`config.mk`:
```
export PLATFORM = sky130hd
export DESIGN_NAME = pwm_seq_ctrl_flat
export DESIGN_NICKNAME = d
export VERILOG_FILES = /design/src/rtl/pwm_seq_ctrl_if.sv /design/src/rtl/pwm_seq_ctrl.sv /design/src/flat_wrapper.sv
export SDC_FILE = /design/constraint.sdc
export NUM_CORES = 1
export LEC_CHECK = 0
export BUFFER_PORTS_ARGS = -buffer_cell sky130_fd_sc_hd__buf_2
export CAP_MARGIN = 40
export CORE_AREA = 2 2 92 112
export CTS_BUF_LIST = sky130_fd_sc_hd__clkbuf_16
export DETAILED_ROUTE_END_ITERATION = 6
export DIE_AREA = 0 0 94 114
export HOLD_SLACK_MARGIN = 0.08
export PLACE_DENSITY = 0.77
export SYNTH_ARGS = -nofsm -noshare
export SYNTH_HDL_FRONTEND = slang
export SYNTH_SLANG_ARGS = --single-unit
```
`constraint.sdc`:
```
create_clock -name clk -period 3.7 [get_ports clk]
set_clock_uncertainty 0.05 [all_clocks]
set_input_delay 0 -clock clk [delete_from_list [all_inputs] [get_ports clk]]
set_output_delay 0 -clock clk [all_outputs]
set_load 0.1 [all_outputs]
```
`src/rtl/pwm_seq_ctrl_if.sv`:
```
// Bus bundle for the PWM step sequencer: step-table writes, run configuration,
// run control, and the values fed to the downstream PWM core.
interface pwm_seq_ctrl_if;
  logic       cfg_we;
  logic [2:0] cfg_addr;
  logic [7:0] cfg_wdata;
  logic [2:0] cfg_bits;
  logic [7:0] cfg_hold;
  logic [2:0] cfg_last;
  logic       cfg_loop;
  logic       start;
  logic       stop;
  logic [7:0] duty_out;
  logic [2:0] bits_out;
  logic [2:0] step_idx;
  logic       busy;
  logic       done;

  modport master (
    output cfg_we, cfg_addr, cfg_wdata, cfg_bits, cfg_hold, cfg_last, cfg_loop,
    output start, stop,
    input  duty_out, bits_out, step_idx, busy, done
  );

  modport slave (
    input  cfg_we, cfg_addr, cfg_wdata, cfg_bits, cfg_hold, cfg_last, cfg_loop,
    input  start, stop,
    output duty_out, bits_out, step_idx, busy, done
  );
endinterface

```
`src/rtl/pwm_seq_ctrl.sv`:
```
// PWM step sequencer: walks an 8-entry duty table, holding each entry for
// hold_eff PWM periods of 2**bits+1 cycles, one-shot or looping.
module pwm_seq_ctrl (
  input  logic           clk,
  input  logic           rst_n,
  pwm_seq_ctrl_if.slave  bus
);
  typedef enum logic {IDLE, RUN} state_t;

  state_t     state, state_nx;
  logic [7:0] table_q [8];

  // Shadow copies of the run configuration, taken on an accepted start
  logic [2:0] bits_r, last_r;
  logic [7:0] hold_r;
  logic       loop_r;
  logic       latch;

  logic [8:0] pcnt, pcnt_nx;
  logic [7:0] hcnt, hcnt_nx;
  logic [7:0] duty_q, duty_nx;
  logic [2:0] bits_q, bits_nx;
  logic [2:0] idx_q, idx_nx;
  logic       busy_q, busy_nx;
  logic       done_q, done_nx;

  // Period top is 2**bits_r evaluated at 9 bits so bits_r=7 gives 128 without overflow
  logic [8:0] top;
  logic [7:0] hold_m1;
  logic       period_end, step_end;

  // Derived period/step boundaries; hold of 0 behaves as 1
  always_comb begin
    top        = 9'd1 << bits_r;
    hold_m1    = (hold_r == 8'd0) ? 8'd0 : hold_r - 8'd1;
    period_end = (pcnt == top);
    step_end   = period_end && (hcnt == hold_m1);
  end

  // Next-state and next-output logic
  always_comb begin
    state_nx = state;
    pcnt_nx  = pcnt;
    hcnt_nx  = hcnt;
    duty_nx  = duty_q;
    bits_nx  = bits_q;
    idx_nx   = idx_q;
    busy_nx  = busy_q;
    done_nx  = 1'b0;
    latch    = 1'b0;
    unique case (state)
      IDLE: begin
        if (bus.start && !bus.stop) begin
          latch    = 1'b1;
          state_nx = RUN;
          duty_nx  = table_q[0];
          idx_nx   = '0;
          bits_nx  = bus.cfg_bits;
          pcnt_nx  = '0;
          hcnt_nx  = '0;
          busy_nx  = 1'b1;
        end
      end
      RUN: begin
        if (bus.stop) begin
          state_nx = IDLE;
          duty_nx  = '0;
          idx_nx   = '0;
          busy_nx  = 1'b0;
          pcnt_nx  = '0;
          hcnt_nx  = '0;
        end else if (period_end) begin
          pcnt_nx = '0;
          if (step_end) begin
            hcnt_nx = '0;
            if (idx_q < last_r) begin
              idx_nx  = idx_q + 3'd1;
              duty_nx = table_q[idx_q + 3'd1];
            end else if (loop_r) begin
              idx_nx  = '0;
              duty_nx = table_q[0];
            end else begin
              state_nx = IDLE;
              duty_nx  = '0;
              busy_nx  = 1'b0;
              done_nx  = 1'b1;
            end
          end else begin
            hcnt_nx = hcnt + 8'd1;
          end
        end else begin
          pcnt_nx = pcnt + 9'd1;
        end
      end
      default: state_nx = IDLE;
    endcase
  end

  // State register
  always_ff @(posedge clk) begin
    if (!rst_n) state <= IDLE;
    else        state <= state_nx;
  end

  // Counters, shadow configuration and registered outputs
  always_ff @(posedge clk) begin
    if (!rst_n) begin
      pcnt   <= '0;
      hcnt   <= '0;
      duty_q <= '0;
      bits_q <= '0;
      idx_q  <= '0;
      busy_q <= 1'b0;
      done_q <= 1'b0;
      bits_r <= '0;
      last_r <= '0;
      hold_r <= '0;
      loop_r <= 1'b0;
    end else begin
      pcnt   <= pcnt_nx;
      hcnt   <= hcnt_nx;
      duty_q <= duty_nx;
      bits_q <= bits_nx;
      idx_q  <= idx_nx;
      busy_q <= busy_nx;
      done_q <= done_nx;
      if (latch) begin
        bits_r <= bus.cfg_bits;
        last_r <= bus.cfg_last;
        hold_r <= bus.cfg_hold;
        loop_r <= bus.cfg_loop;
      end
    end
  end

  // Step table; loads read the pre-edge contents so a write lands at the next load
  always_ff @(posedge clk) begin
    if (!rst_n) begin
      for (int unsigned i = 0; i < 8; i++) table_q[i] <= '0;
    end else if (bus.cfg_we) begin
      table_q[bus.cfg_addr] <= bus.cfg_wdata;
    end
  end

  assign bus.duty_out = duty_q;
  assign bus.bits_out = bits_q;
  assign bus.step_idx = idx_q;
  assign bus.busy     = busy_q;
  assign bus.done     = done_q;
endmodule

```
`src/flat_wrapper.sv`:
```
// flat-port wrapper written by rule: the top's interface ports become plain ports
module pwm_seq_ctrl_flat 
  (clk, rst_n, bus_cfg_we, bus_cfg_addr, bus_cfg_wdata, bus_cfg_bits, bus_cfg_hold, bus_cfg_last, bus_cfg_loop, bus_start, bus_stop, bus_duty_out, bus_bits_out, bus_step_idx, bus_busy, bus_done);
  pwm_seq_ctrl_if bus_i ();
  input  logic clk;
  input  logic rst_n;
  input wire logic [$bits(bus_i.cfg_we)-1:0] bus_cfg_we;
  input wire logic [$bits(bus_i.cfg_addr)-1:0] bus_cfg_addr;
  input wire logic [$bits(bus_i.cfg_wdata)-1:0] bus_cfg_wdata;
  input wire logic [$bits(bus_i.cfg_bits)-1:0] bus_cfg_bits;
  input wire logic [$bits(bus_i.cfg_hold)-1:0] bus_cfg_hold;
  input wire logic [$bits(bus_i.cfg_last)-1:0] bus_cfg_last;
  input wire logic [$bits(bus_i.cfg_loop)-1:0] bus_cfg_loop;
  input wire logic [$bits(bus_i.start)-1:0] bus_start;
  input wire logic [$bits(bus_i.stop)-1:0] bus_stop;
  output wire logic [$bits(bus_i.duty_out)-1:0] bus_duty_out;
  output wire logic [$bits(bus_i.bits_out)-1:0] bus_bits_out;
  output wire logic [$bits(bus_i.step_idx)-1:0] bus_step_idx;
  output wire logic [$bits(bus_i.busy)-1:0] bus_busy;
  output wire logic [$bits(bus_i.done)-1:0] bus_done;
  assign bus_i.cfg_we = bus_cfg_we;
  assign bus_i.cfg_addr = bus_cfg_addr;
  assign bus_i.cfg_wdata = bus_cfg_wdata;
  assign bus_i.cfg_bits = bus_cfg_bits;
  assign bus_i.cfg_hold = bus_cfg_hold;
  assign bus_i.cfg_last = bus_cfg_last;
  assign bus_i.cfg_loop = bus_cfg_loop;
  assign bus_i.start = bus_start;
  assign bus_i.stop = bus_stop;
  assign bus_duty_out = bus_i.duty_out;
  assign bus_bits_out = bus_i.bits_out;
  assign bus_step_idx = bus_i.step_idx;
  assign bus_busy = bus_i.busy;
  assign bus_done = bus_i.done;
  pwm_seq_ctrl u_core (.clk(clk), .rst_n(rst_n), .bus(bus_i));
endmodule
```
# Yosys cells after proc, flatten, opt, wreduce, memory -nomap -nowiden

Memory sizes are Yosys's and may differ from the RTL's.
Cells that the tools add are included.

Memories kept: 1
Bits of input ports: 31
Logic and storage cells: 89
Bits in registers: 49
Memory bits (writable): 64

Eq/ne operators: 8
Reduce and logical (&&, ||, !) cells: 11
Bitwise operators: 4
Order comparisons: 1
Add/subtract/negate cells: 4
Mux-type cells: 47
Shifts and indexed selects: 1

Memories:

| memory         | words | width | read ports | clocked after Yosys merged registers in | wr ports | RTL line           | text |
|---|---|---|---|---|---|---|---|
| u_core.table_q | 8     | 8     | 2          | 0                                       | 8        | pwm_seq_ctrl.sv:11 | `logic [7:0] table_q [8];` |

Operator list:

| cell                                                               | number |
|---|---|
| 8-bit two-way mux                                                  | 12 |
| 8-bit case mux with 2 select lines                                 | 2 |
| 9-bit two-way mux                                                  | 3 |
| 3-bit two-way mux                                                  | 7 |
| 1-bit two-way mux                                                  | 19 |
| 9-bit case mux with 2 select lines                                 | 1 |
| 3-bit inequality test, second input constant                       | 4 |
| 9-bit by 1-bit adder with 9-bit output, second input constant      | 1 |
| 9-bit equality test                                                | 1 |
| 1-bit by 3-bit left shift with 9-bit output, first input constant  | 1 |
| 8-bit by 1-bit adder with 8-bit output, second input constant      | 1 |
| 8-bit equality test                                                | 1 |
| 8-bit logical NOT                                                  | 1 |
| 8-bit OR reduction                                                 | 1 |
| 8-bit by 1-bit subtractor with 8-bit output, second input constant | 1 |
| 3-bit case mux with 2 select lines                                 | 1 |
| 6-bit OR reduction                                                 | 1 |
| 5-bit AND reduction                                                | 1 |
| 4-bit inequality test, second input constant                       | 1 |
| 1-bit inverter                                                     | 4 |
| 1-bit case mux with 2 select lines                                 | 2 |
| 2-bit AND reduction                                                | 2 |
| 4-bit AND reduction                                                | 1 |
| 3-bit by 1-bit adder with 3-bit output, second input constant      | 1 |
| other kinds (5)                                                    | 6 |

# Longest topological paths before layout

Depth after elaboration: 8
Gate-level depth with buffers: 10
Depth with buffers taken out: 9

# Worst setup path before layout

No wires, ideal clock.

Path type: register to register
From: register u_core.bus.bits_out[0] (netlist name)
To: register u_core.hcnt[4]
Setup slack: 432 ps
Period minus slack after synthesis: 3268 ps
Cell stages (with the launch flop): 10
Required time: 3529 ps
Arrival: 3097 ps
Cells stage by stage: dfxtp_1 buf_2 nor2b_1 or3_1 a221oi_2 o2111ai_1 or4b_1 buf_2 and3_2 mux2_2

RTL lines:

| element              | RTL line            | text |
|---|---|---|
| to (signal assigned) | pwm_seq_ctrl.sv:121 | `hcnt <= hcnt_nx;` |
| to (decl)            | pwm_seq_ctrl.sv:20  | `logic [7:0] hcnt, hcnt_nx;` |

# Final worst setup path

From: register u_core.hold_r[0]
To: register u_core.hcnt[4]

Longest elaborated chain between the ends: 8
Elaborated cells between the ends (all ways): 9
Those cells by class: 1 x add/sub; 1 x eq/ne; 5 x mux; 2 x reduce/logical

RTL lines:

| element                                                                                 | RTL line            | text |
|---|---|---|
| from (decl)                                                                             | pwm_seq_ctrl.sv:15  | `logic [7:0] hold_r;` |
| from (signal assigned)                                                                  | pwm_seq_ctrl.sv:130 | `hold_r <= bus.cfg_hold;` |
| 8-bit by 1-bit subtractor with 8-bit output / 8-bit logical NOT (equally long branches) | pwm_seq_ctrl.sv:35  | `hold_m1 = (hold_r == 8'd0) ? 8'd0 : hold_r - 8'd1;` |
| 8-bit two-way mux *                                                                     | pwm_seq_ctrl.sv:35  |  |
| 8-bit equality test *                                                                   | pwm_seq_ctrl.sv:37  | `step_end = period_end && (hcnt == hold_m1);` |
| 1-bit logical AND *                                                                     | pwm_seq_ctrl.sv:37  |  |
| 8-bit two-way mux *                                                                     | pwm_seq_ctrl.sv:74  | `if (step_end) begin` |
| 8-bit two-way mux *                                                                     | pwm_seq_ctrl.sv:72  | `end else if (period_end) begin` |
| 8-bit two-way mux *                                                                     | pwm_seq_ctrl.sv:65  | `if (bus.stop) begin` |
| 8-bit case mux with 2 select lines *                                                    | pwm_seq_ctrl.sv:51  | `unique case (state)` |

Mark *: on every way between the ends. The rest lies on a longest branch, timed or not. The select of a mux whose other input is x is not followed.
A chain may end at the register's enable or synchronous reset.

==> metrics.txt <==
status=finished, final reports clean; post-route setup slack=0.5816 ns; Initial Utilization=0.5773; Final Critical Period=3.118 ns; Mapped Cells=526; syn nets=563; CTS clock-pin slew for the worst setup and hold paths=0.08 ns; area occupied by multi-input gates=2665 um2; WHS Endpoint=u_core.table_q[7][3]; First DRT Iteration DRCs=205; placed instance area=6043 um2; worst vdd ir=336.4 uV; Residual DRC=0; Post-synth ARST share=0; Final setup viols=0; Critical Path AT=3.31 ns; DRT Wirelength=13460 um; CTS tree=built; WS Path Type=reg -> reg; cell area after layout=6604 um2; RSZ-0062 raised after global routing=false; fmax=0.3207 GHz; DP Worst Slack=0.6211 ns; cts bufs inserted=9; crit path max fanout=7; type of origin of the critical path=register; Fin Setup TNS=0 ns; post-cts resize count=0; port bufs=46; die area=10720 um2; share of cells above drive strength 1=0.1782; most frequent cells in the layout=and2_1 (66), edfxtp_1 (64), nand2_1 (62), buf_2 (46), dfxtp_1 (46); Skew-Pair Late Insertion Delay=0.36 ns; final core area utilization=0.6767; Finished Layout Cells=732; Layout area overhead=17.21%; DP HPWL=9253 um; die height=114 um; root buffer cell=clkbuf_16; Synth Cell Area=5634 um2; drt pass-1 iters=5; maxcap violations=0; Vias per Instance=5.951; # H-tree levels=3; pin count of the biggest net entering global routing=37; HP Class=in -> reg; ANT cells=0; worst-case reg-to-reg path depth=9; slowest stage cell, crit path=or4b_1; Final Cycle Share=0.8428; post-route antenna net violation count=0; Slew HR=0.5126; chip width=94 um; Worst EP required=3.90 ns; Seq cells post-synth=110; Worst-Margin Slew=0.7262 ns; P_leak=2.459 nW; Post-Syn Area per Cell=10.71 um2; vias in the first global route=4426; HP Start=rst_n; clk sink count=110; fill count=739; IO Count=47; Worst Hold Path Cells=3; Crit. Startpoint=u_core.hold_r[0]; global-route wire length before repair=21740 um; GP Congestion=0.9234; Register Area=2843 um2; DR WL/cell=18.39 um; commonest non-fill, non-tap cell in the layout=and2_1; row count=40; origin of the critical flop-to-flop path=u_core.hold_r[0]; max-slew violations=0; CTS Buffer Depth=2; via count=4356; sequential share of the synthesized area=0.5046; Cell variety after synth=62; Layout Nets=638; Reg2Reg Setup Slack=0.58 ns; area of the core=9759 um2; number of synthesized flops with an enable pin=64; PD cells=414.3 nW/um2; Fin. Hold Viols=0; Tot GR Track Use=0.2657; Overflow after GRT=0; Worst path max stage delay=0.64 ns; CP endpoint kind=register; top_reg_cell synth=edfxtp_1; r2r endpoint=u_core.hcnt[4]; dpl cells=690; critical path cell sequence=inv_1 > ha_1 > or3b_2 > a22o_1 > o32ai_1 > o2111ai_1 > or4b_1 > and3_2 > mux2_2; Ys Warns=0; initial antenna violation count=0
==> registers in the layout (all words and copies together) (netlist names) <==
register and flops:
u_core.bits_r 2, u_core.bus.bits_out 1, u_core.bus.busy 1, u_core.bus.done 1, u_core.bus.duty_out 8, u_core.bus.step_idx 3, u_core.hcnt 8, u_core.hold_r 8
u_core.last_r 3, u_core.loop_r 1, u_core.pcnt 9, u_core.state 1, u_core.table_q 64
==> worst max path at each step <==
stage / depth (start not counted) / end
final: 9 / u_core.hcnt[4]
after global routing: 9 / u_core.bus.step_idx[0]
after CTS: 9 / u_core.hcnt[4]
after detailed placement: 9 / u_core.hcnt[4]
after global placement: 9 / u_core.hcnt[4]
after floorplan: 9 / u_core.hcnt[4]
==> what timing repair did <==
action | CTS | global route
hold endpoints to repair | 81 | 0
hold buffers | 26 | 0
buffers inserted | 0 | 0
==> synth_stat cells, types with 4 or more instances <==
| cell type | n | area, um2 |
|---|---|---|
| a21oi_1 | 30 | 150.1 |
| o21ai_0 | 22 | 110.1 |
| edfxtp_1 | 64 | 1922 |
| ha_1 | 6 | 75.07 |
| or3b_2 | 5 | 43.79 |
| mux4_2 | 16 | 360.4 |
| nor2_1 | 23 | 86.33 |
| xnor2_1 | 6 | 52.55 |
| nand2_1 | 62 | 232.7 |
| o211ai_1 | 4 | 30.03 |
| mux2i_1 | 18 | 180.2 |
| nor2b_1 | 6 | 37.54 |
| nor3b_1 | 5 | 37.54 |
| a21o_1 | 7 | 52.55 |
| or3_1 | 6 | 37.54 |
| and2_1 | 66 | 412.9 |
| and3_1 | 7 | 43.79 |
| dfxtp_1 | 46 | 920.9 |
| inv_1 | 7 | 26.28 |
| a32oi_1 | 4 | 35.03 |
| nand3_1 | 16 | 80.08 |
| clkbuf_1 | 16 | 60.06 |
| nor3_1 | 11 | 55.05 |
| o2bb2ai_1 | 8 | 70.07 |
| nand2b_1 | 7 | 43.79 |
==> routing by layer <==
metal	vias up	GRT usage	share of wire
li1	2105	-	-
met1	2103	0.3079	0.39
met2	123	0.4814	0.54
met3	25	0.05086	0.045
met4	0	0.1024	0.026
met5	-	0	0
==> where the power goes <==
group,total [W],leakage (nW),internal [W],switching (W)
sequential,0.00139,0.987,0.00135,0.0000339
combinational,0.000360,1.32,0.000129,0.000231
clock,0.000988,0.149,0.000530,0.000458
==> cell families after synthesis <==
group / count (synthesis) / synth area share
AO/OA/AOI/OAI: 97 / 0.1113
XOR/XNOR: 8 / 0.01244
adder cells (fa/ha/maj): 6 / 0.01332
buffers and inverters: 29 / 0.02243
flip-flops: 110 / 0.5046
multiplexers: 36 / 0.09993
AND/OR/NAND/NOR: 240 / 0.2361
==> critical path, delay by kind of cell, from the launching register on <==
family	cells	cell delay (ns)
simple gates	3	1.32
compound gates	3	0.59
flops	1	0.38
fa+ha+maj	1	0.33
mux	1	0.26
buf+inv	1	0.08
==> layout make-up <==
class | instances | area share
repair buffers | 85 | 0.09208
clock buffers | 9 | 0.03410
clock inverters | 7 | 0.01137
multi-input cells | 387 | 0.4036
flip-flops and latches | 110 | 0.4305
well taps | 126 | 0.02387
inverters | 8 | 0.004547
==> through the flow <==
step           hold slack [ns]  total power [W]
2_1_floorplan          0.08596         0.001650
3_3_place_gp            0.1896         0.001737
3_5_place_dp            0.1969         0.001750
4_1_cts                 0.1055         0.002747
5_1_grt                 0.1396         0.002840
6_report                0.1071         0.002736
Power figures use the tool's default switching activity.
